`src/rtl/pkt_frame_builder.sv`:
```
// Purpose: pops frame commands from a FWFT command FIFO and serializes an Ethernet frame (no FCS) one byte per beat.
// Latency: byte 0 is presented the cycle after the pop; one byte per cycle while the sink is ready.
// Backpressure: tdata/tlast hold while tvalid && !tready; a pop happens only in IDLE, after the inter-frame gap.
module pkt_frame_builder #(
  parameter int IFG_CYCLES   = 12,
  parameter int PAYLOAD_MODE = 0,
  parameter int MIN_LEN      = 60,
  parameter int MAX_LEN      = 1514
) (
  input  logic        clk,
  input  logic        rst,
  input  logic        fifo_rd_valid,
  output logic        fifo_rd_enable,
  input  logic [10:0] size,
  input  logic [47:0] d_mac,
  input  logic [47:0] s_mac,
  input  logic [15:0] ethertype,
  input  logic [7:0]  payload,
  output logic [7:0]  m_axis_tdata,
  output logic        m_axis_tvalid,
  input  logic        m_axis_tready,
  output logic        m_axis_tlast,
  output logic        busy,
  output logic [31:0] frame_count
);

  localparam int          GAP_W = (IFG_CYCLES > 1) ? $clog2(IFG_CYCLES + 1) : 1;
  localparam logic [10:0] MIN_L = 11'(MIN_LEN);
  localparam logic [10:0] MAX_L = 11'(MAX_LEN);

  typedef enum logic [1:0] {IDLE, SEND, GAP} state_t;

  state_t            state;
  logic [47:0]       d_mac_q;
  logic [47:0]       s_mac_q;
  logic [15:0]       ethertype_q;
  logic [7:0]        payload_q;
  logic [10:0]       len_q;
  logic [10:0]       idx;
  logic [10:0]       idx_nxt;
  logic [10:0]       len_eff;
  logic [GAP_W-1:0]  gap_cnt;

  // Byte k of the frame: DA, SA, ethertype (low byte first), then payload.
  function automatic logic [7:0] frame_byte(
    input logic [10:0] k,
    input logic [47:0] dm,
    input logic [47:0] sm,
    input logic [15:0] et,
    input logic [7:0]  pl
  );
    logic [7:0] b;
    case (k)
      11'd0:   b = dm[7:0];
      11'd1:   b = dm[15:8];
      11'd2:   b = dm[23:16];
      11'd3:   b = dm[31:24];
      11'd4:   b = dm[39:32];
      11'd5:   b = dm[47:40];
      11'd6:   b = sm[7:0];
      11'd7:   b = sm[15:8];
      11'd8:   b = sm[23:16];
      11'd9:   b = sm[31:24];
      11'd10:  b = sm[39:32];
      11'd11:  b = sm[47:40];
      11'd12:  b = et[7:0];
      11'd13:  b = et[15:8];
      default: begin
        // Incrementing payload wraps modulo 256, so only the low index byte matters.
        if (PAYLOAD_MODE != 0) b = pl + (k[7:0] - 8'd14);
        else                   b = pl;
      end
    endcase
    return b;
  endfunction

  // Clamp the requested length into [MIN_LEN, MAX_LEN]; short frames are padded with payload bytes.
  always_comb begin
    len_eff = size;
    if (size < MIN_L)      len_eff = MIN_L;
    else if (size > MAX_L) len_eff = MAX_L;
  end

  // Pop strobe follows FIFO valid while idle; suppressed during reset so nothing is popped and lost.
  always_comb begin
    fifo_rd_enable = (state == IDLE) && fifo_rd_valid && !rst;
    busy           = (state != IDLE);
    idx_nxt        = idx + 11'd1;
  end

  // Frame FSM: latch command on pop, stream bytes on handshakes, then hold off for the inter-frame gap.
  always_ff @(posedge clk) begin
    if (rst) begin
      state         <= IDLE;
      m_axis_tvalid <= 1'b0;
      m_axis_tdata  <= 8'h00;
      m_axis_tlast  <= 1'b0;
      frame_count   <= 32'd0;
      idx           <= 11'd0;
      len_q         <= 11'd0;
      gap_cnt       <= '0;
      d_mac_q       <= 48'd0;
      s_mac_q       <= 48'd0;
      ethertype_q   <= 16'd0;
      payload_q     <= 8'd0;
    end else begin
      case (state)
        IDLE: begin
          if (fifo_rd_enable) begin
            d_mac_q       <= d_mac;
            s_mac_q       <= s_mac;
            ethertype_q   <= ethertype;
            payload_q     <= payload;
            len_q         <= len_eff;
            idx           <= 11'd0;
            m_axis_tdata  <= frame_byte(11'd0, d_mac, s_mac, ethertype, payload);
            m_axis_tlast  <= (len_eff == 11'd1);
            m_axis_tvalid <= 1'b1;
            state         <= SEND;
          end
        end
        SEND: begin
          if (m_axis_tready) begin
            if (m_axis_tlast) begin
              m_axis_tvalid <= 1'b0;
              m_axis_tlast  <= 1'b0;
              frame_count   <= frame_count + 32'd1;
              if (IFG_CYCLES > 0) begin
                gap_cnt <= GAP_W'(IFG_CYCLES);
                state   <= GAP;
              end else begin
                state   <= IDLE;
              end
            end else begin
              idx          <= idx_nxt;
              m_axis_tdata <= frame_byte(idx_nxt, d_mac_q, s_mac_q, ethertype_q, payload_q);
              m_axis_tlast <= (idx_nxt == len_q - 11'd1);
            end
          end
        end
        GAP: begin
          gap_cnt <= gap_cnt - GAP_W'(1);
          if (gap_cnt == GAP_W'(1)) state <= IDLE;
        end
        default: state <= IDLE;
      endcase
    end
  end

endmodule

```
`config.mk`:
```
export PLATFORM = sky130hd
export DESIGN_NAME = pkt_frame_builder
export DESIGN_NICKNAME = d
export VERILOG_FILES = /design/src/rtl/pkt_frame_builder.sv
export SDC_FILE = /design/constraint.sdc
export NUM_CORES = 1
export LEC_CHECK = 0
export BUFFER_PORTS_ARGS = -buffer_cell sky130_fd_sc_hd__buf_4
export CAP_MARGIN = 10
export CORE_UTILIZATION = 30
export CTS_BUF_LIST = sky130_fd_sc_hd__clkbuf_2
export DETAILED_ROUTE_END_ITERATION = 7
export SLEW_MARGIN = 0
export SYNTH_ARGS = -nofsm -noshare
export SYNTH_HDL_FRONTEND = slang
export SYNTH_SLANG_ARGS = --single-unit
```
`constraint.sdc`:
```
create_clock -name clk -period 3.3 [get_ports clk]
set_clock_uncertainty 0.05 [all_clocks]
set_input_delay 0.165 -clock clk [delete_from_list [all_inputs] [get_ports clk]]
set_output_delay 0.165 -clock clk [all_outputs]
set_load 0.02 [all_outputs]
```
==> metrics.md, run 1 <==
| Metric | Value |
|---|---|
| Combinational fraction of design power | about 20% |
| DR WL/cell | roughly 16 um |
| Crit path kind | register to register |
| Critical Path Source Type | register |
| Yosys reg bits | 190 |
| Mapped Area | 0.008823 mm2 |
| Share of cells above drive strength 1 | about 16% |
| Layout Area Growth over Synthesis | 52.01% |
| Grt total ovfl | 0 |
| Antenna violations before repair | 1 |
| Crit path required time | a little under 4 ns |
| GRT busiest layer | met2 |
| Hold Crit Depth | 4 |
| DR iter-0 viols | between 600 and 700 |
| Starting Density | between 30 and 40% |
| Clock power frac | roughly a quarter |
| Router iterations before antenna repair | 5 |
| Synth area leader | dfxtp_1 |
| Hold Slack | 0.1709 ns |
| DIE AREA | approximately 0.03 mm2 |
| CTS Buffer Depth | 2 |
| Total GRT Usage | between 20% and 30% |
| Total power | around 0.0045 W |
| Reg-to-Reg End | len_q[0] |
| Die width | 173.5 um |
| Vias | about 9500 |
| Slew Limit Headroom | between 30% and 40% |
| Remaining antenna violation count | 0 |
| Clock Tree Root | clkbuf_2 |
| EDFF count, synth | 0 |
| I/O pin count | 179 |
| First-pass GRT wire length | ~49 mm |
| Reg-to-Reg Start | state[0] |
| TNS Setup | 0 ns |
| Routed wire length | 30.26 mm |
| IO Port Bufs | 178 |
| RSZ-0062 raised after global routing | no |
| Top cell type's share of synthesized area | 43.11% |
| Leak | approximately 5.6 nW |
| Post-Syn Instances | between 1000 and 1500 |
| Register clock-pin slew on the reported worst setup and hold paths | slightly below 0.3 ns |
| Cts bufs inserted | 17 |
| Int Pwr | between 0.003 and 0.004 W |
| Fin crit share | between 90% and 100% |
| Final Hold Fails | 0 |
| Switching Share | 30.48% |
| Final #Nets | between 1500 and 2000 |
| Core ar. | 0.02878 mm2 |
| Syn nets | between 1000 and 1500 |
| Final-report setup violation count | 0 |
| Endpoint type of the worst setup path | register |
| Met2 usage | a little over a third |
| FF-to-FF path depth | 7 |
| Largest net degree at the start of global routing | about 190 |
| Final Max Tran Viols | 0 |
| Fraction of registers with async set/reset | 0% |
| Synth top area cells | dfxtp_1, nand2_1, a21oi_1 |
| Dpl hpwl | between 15 and 20 mm |
| Yosys cell types | between 60 and 70 |
| Vias in the first global route | 9600 |
| Pwr per Cell Area | between 300 and 400 mW/mm2 |
| Maxcap violations | 0 |
| Sequential Power Share | ~55% |
| M1 GR Usage | 23.44% |
| Yosys warning count | 0 |
| Status | complete, no violations |
| CTS sink cnt | 190 |
| NetSw | 0.001374 W |
| Clk_lat worst skew | roughly 0.79 ns |
| Die extent in y | about 170 um |
| Register area share after synthesis | between 40% and 50% |
| Worst hold endpoint | d_mac_q[23] |
| # rows | between 60 and 70 |
| Hold path startpoint | d_mac[23] |
| H-tree levels | 4 |
| Hold Crit Class | input pin to register |
| Routability Congestion | between 0.8 and 0.9 |
| Top_reg_cell synth | dfxtp_1 |
| Worst-margin pin slew | about 0.95 ns |
| Vias/cell | between 4 and 5 |
| Worst endpoint data arrival time | 3.62 ns |
| IR drop worst, VDD | approximately 0.00017 V |
| Drc violations | 0 |
| Avg Inst Size Synth | just under 8 um2 |
| GR Util met3 | roughly 3.4% |
| Post-route minimum period | approximately 3.0 ns |
| R2r setup slk | around 0.32 ns |
| Worst-path maximum fanout | 43 |
| CTS tree | built |
| Fmax | 335.8 MHz |
-- worst max-delay path by stage --
stage	start	to	slack [ns]	depth (start not counted)
after detailed placement	idx[1]	m_axis_tdata[0]	0.28	6
after CTS	idx[1]	m_axis_tdata[0]	0.24	6
final	state[0]	len_q[0]	0.32	7
after global placement	idx[1]	m_axis_tdata[0]	0.37	6
after global routing	state[0]	len_q[0]	0.16	7
after floorplan	idx[0]	m_axis_tdata[0]	1.04	9
-- routing by layer --
metal,vias up,share of wire [%]
li1,4710,-
met2,231,51
met3,57,3.5
met1,4474,42
met5,-,0
met4,0,3.5
-- cell families (layout without fill, tap and decap cells) --
kind of cell	Yosys count	count (layout)	share of synthesized area [%]
other	0	1	0
AO/OA/AOI/OAI	293	293	20.42
adder cells (fa/ha/maj)	9	9	1.276
multiplexers	5	5	0.5672
buffers and inverters	100	513	4.708
XOR/XNOR	51	51	5.218
AND/OR/NAND/NOR	485	485	24.70
flip-flops	190	190	43.11
-- Yosys cell counts, drive strengths merged (3+ instances only) --
| library cell | instances |
|---|---|
| nor2b | 5 |
| a311oi | 6 |
| a211oi | 12 |
| o21ai | 27 |
| nand3b | 4 |
| nand2 | 288 |
| a22oi | 44 |
| a21o | 7 |
| a21oi | 159 |
| inv | 16 |
| ha | 9 |
| mux2i | 5 |
| or3 | 12 |
| nand3 | 18 |
| a21bo | 3 |
| buf | 11 |
| nand4 | 11 |
| nor3 | 18 |
| nor4 | 11 |
| or2 | 4 |
| o2111ai | 4 |
| clkbuf | 73 |
| dfxtp | 190 |
| and3 | 15 |
| nor4b | 3 |
| or4 | 4 |
| a22o | 5 |
| a221oi | 4 |
| o22ai | 4 |
| a221o | 3 |
| and4 | 3 |
| nor2 | 78 |
| xor2 | 26 |
| xnor2 | 24 |
-- cell type report --
type / instances / area, um2
diodes: 1 / 2.502
clock buffers: 17 / 85.08
clock inverters: 14 / 133.9
fillers: 2768 / 15370
inverters: 16 / 60.06
multi-input cells: 843 / 4617
flip-flops and latches: 190 / 3804
well taps: 384 / 480.5
repair buffers: 466 / 4230
-- layout by cell type, fill, tap and decap left out, types with 12 or more instances in the layout --
| cell type | n |
|---|---|
| nor2_1 | 77 |
| o21ai_0 | 27 |
| inv_1 | 16 |
| buf_4 | 186 |
| clkbuf_2 | 17 |
| nand2_1 | 286 |
| dlygate4sd3_1 | 276 |
| or3_1 | 12 |
| nand3_1 | 17 |
| a22oi_1 | 44 |
| xor2_1 | 26 |
| a21oi_1 | 159 |
| and3_1 | 15 |
| dfxtp_1 | 190 |
| xnor2_1 | 24 |
| nor3_1 | 17 |
-- critical path, stage by stage, from the launching register on --
cell	delay, ns
dfxtp_1	0.59
nand2b_1	0.25
or2_4	0.50
a21oi_1	0.12
a32oi_1	0.21
dlygate4sd3_1	0.57
nor2_1	0.04
dlygate4sd3_1	0.58
-- power by group through the flow --
stage	registers, W	clock network (W)	logic [W]
floorplan	0.00250	0	0.000362
global placement	0.00253	0	0.000618
detailed placement	0.00253	0	0.000625
CTS	0.00249	0.00116	0.000887
global route	0.00250	0.00124	0.000981
finish	0.00249	0.00112	0.000900
-- sequential cells by signal, indices dropped and copies added, names as in the netlist --
name	count
d_mac_q	48
m_axis_tdata	8
state	2
m_axis_tvalid	1
s_mac_q	48
idx	11
payload_q	8
len_q	11
m_axis_tlast	1
frame_count	32
gap_cnt	4
ethertype_q	16
-- per-stage QoR --
| step | std cells | util (%) | area, um2 | worst slack [ns] |
|---|---|---|---|---|
| global placement | 1623 | 36.23 | 10430 | 0.3653 |
| floorplan | 1133 | - | 8823 | 1.036 |
| global route | 1931 | 46.60 | 13410 | 0.1568 |
| CTS | 1930 | 46.59 | 13410 | 0.2351 |
| detailed placement | 1623 | 36.23 | 10430 | 0.2834 |
| finish | 1931 | 46.60 | 13410 | 0.3220 |
-- what timing repair did --
| item | in CTS | in global routing |
|---|---|---|
| endpoints found under the setup margin | 0 | 1 |
| gates resized for setup | 0 | 1 |
| hold buffers | 276 | 0 |
| buffers inserted | 0 | 0 |
| endpoints found under the hold margin | 189 | 0 |
No activity file was read; power rests on OpenSTA's default activity.
==> run 2, diff against run 1 <==
==> constraint.sdc (replaced) <==
create_clock -name clk -period 3.3 [get_ports clk]
set_clock_uncertainty 0.05 [all_clocks]
set_input_delay 0.66 -clock clk [delete_from_list [all_inputs] [get_ports clk]]
set_output_delay 0.66 -clock clk [all_outputs]
set_load 0.02 [all_outputs]
==> run 2 against run 1 <==
  * Sequential power about the same
  * Global-route usage down 2.1 points
  * Die area unchanged
  * Sequential cell count unchanged
  * First-iteration DRC count up 0.17%
  * Clock power down 5%
  * Total power down 5.9%
  * Design area down 15%
  * Fmax up 4.9%
  * Non-clock buffer count down 204
  * Combinational power down 22%
  * Routed wire length down 9.3%
  * Critical path type is now register to primary output
  * Highest routed layer unchanged
==> metrics.md, run 2 (synthesis results as in run 1) <==
| Metric | Value |
|---|---|
| TNS Setup | 0 ns |
| Dpl hpwl | approximately 20 mm |
| Die width | 173.5 um |
| Final Hold Fails | 0 |
| H-tree levels | 4 |
| IR drop worst, VDD | 0.0001709 V |
| DIE AREA | 0.03010 mm2 |
| R2r setup slk | around 0.52 ns |
| Drc violations | 0 |
| Reg-to-Reg Start | idx[0] |
| Vias | approximately 8600 |
| CTS tree | built |
| Gates resized, CTS repair | 0 |
| DR WL/cell | 15.88 um |
| Slew Limit Headroom | 45.69% |
| Fin worst setup slack | roughly 0.46 ns |
| Total GRT Usage | between 10% and 20% |
| Clk_lat worst skew | about 0.76 ns |
| Remaining antenna violation count | 0 |
| # rows | 62 |
| Routability Congestion | between 0.8 and 0.9 |
| Maxcap violations | 0 |
| Most frequent cells in the layout | nand2_1, dfxtp_1, buf_4 |
| Vias in the first global route | ~8000 |
| Most common cell after layout, fill and taps aside | nand2_1 |
| Starting Density | between 30 and 40% |
| Routed wire length | between 20 and 30 mm |
| Max stage delay on crit path | approximately 0.48 ns |
| Share of cells above drive strength 1 | 18.24% |
| Setup crit end | fifo_rd_enable |
| Router iterations before antenna repair | 6 |
| CTS sink cnt | 190 |
| Endpoint type of the worst setup path | primary output |
| Die extent in y | 173.5 um |
| Cts hold-fix bufs | 39 |
| Final Max Tran Viols | 0 |
| Grt total ovfl | 0 |
| Pwr per Cell Area | ~370 mW/mm2 |
| Vias/cell | approximately 5.0 |
| Largest net degree at the start of global routing | 156 |
| Hold Slack | 0.08185 ns |
| Crit path launch | state[0] |
| CP max stage cell | dfxtp_1 |
| RSZ-0062 raised after global routing | no |
| Reg-to-Reg End | m_axis_tdata[0] |
| Crit path kind | register to primary output |
| Status | complete, no violations |
| Cts bufs inserted | 17 |
| FF-to-FF path depth | 7 |
| Post-CTS setup buffers | 0 |
| I/O pin count | 179 |
| Final-report setup violation count | 0 |
| Final cell count without fillers | 1728 |
| Fmax | roughly 350 MHz |
| Post-placement cell count | roughly 1600 |
| Core ar. | around 0.029 mm2 |
| Post-route minimum period | 2.840 ns |
| Cells along the critical path | nand2b_1 > or2_4 > nor2_1 > buf_4 |
| Register clock-pin slew on the reported worst setup and hold paths | slightly below 0.3 ns |
| Worst endpoint data arrival time | roughly 2.1 ns |
| Layout Area Growth over Synthesis | 28.71% |
| DR iter-0 viols | 603 |
| Antenna violations before repair | 1 |
| Worst-path maximum fanout | 12 |
| Crit path required time | 2.59 ns |
| Largest regs | d_mac_q (48), s_mac_q (48), frame_count (32) |
| Clock Tree Root | clkbuf_2 |
| Worst-margin pin slew | approximately 0.81 ns |
| Critical Path Source Type | register |
| Hold Crit Class | input pin to register |
| DP Worst Slack | approximately 0.60 ns |
| CTS Buffer Depth | 2 |
| IO Port Bufs | roughly 180 |
| First-pass GRT wire length | between 40 and 50 mm |
| Leak | 4.438 nW |
| Fin crit share | a little under nine tenths |
| Final #Nets | 1474 |
run 2: area by class of cell:
| type | instances | area (um2) |
|---|---|---|
| Tap cell | 384 | 480.5 |
| Clock buffer | 19 | 95.09 |
| Multi-Input combinational cell | 843 | 4614 |
| Fill cell | 2950 | 17420 |
| Inverter | 16 | 60.06 |
| Timing Repair Buffer | 262 | 2193 |
| Clock inverter | 13 | 107.6 |
| Sequential cell | 190 | 3804 |
| Antenna cell | 1 | 2.502 |
run 2: where the power goes:
part           switching, W  internal, W  total (W)
clock network      0.000836     0.000223    0.00106
logic              0.000362     0.000336   0.000698
registers         0.0000757      0.00241    0.00248
run 2: worst max-delay path, delay by kind of cell (launching register included):
family	cells	cell delay, ns
AND/OR/NAND/NOR	3	0.71
flip-flops	1	0.48
buffers and inverters	1	0.19
run 2: worst min path at each step:
| stage | start | endpoint | slack (ns) | cells past startpoint |
|---|---|---|---|---|
| floorplan | ethertype_q[12] | ethertype_q[12] | 0.38 | 2 |
| global placement | d_mac_q[2] | d_mac_q[2] | 0.39 | 2 |
| detailed placement | ethertype_q[14] | ethertype_q[14] | 0.39 | 2 |
| CTS | d_mac[19] | d_mac_q[19] | 0.0008 | 3 |
| global route | payload[1] | payload_q[1] | 0.0002 | 3 |
| finish | s_mac[34] | s_mac_q[34] | 0.08 | 3 |
run 2: metal layers:
metal	global-route usage (%)	wire, um	up-vias
li1	-	-	4312
met1	23.00	12060	4064
met2	31.11	13860	185
met3	2.697	985	28
met4	6.084	535	0
met5	0	0	-
run 2: stage by stage:
step / util, % / instance area (um2) / total power (W)
global route: 39.46 / 11360 / 0.004468
detailed placement: 36.35 / 10460 / 0.003157
finish: 39.46 / 11360 / 0.004239
floorplan: - / 8823 / 0.002866
CTS: 38.41 / 11050 / 0.004258
global placement: 36.35 / 10460 / 0.003148
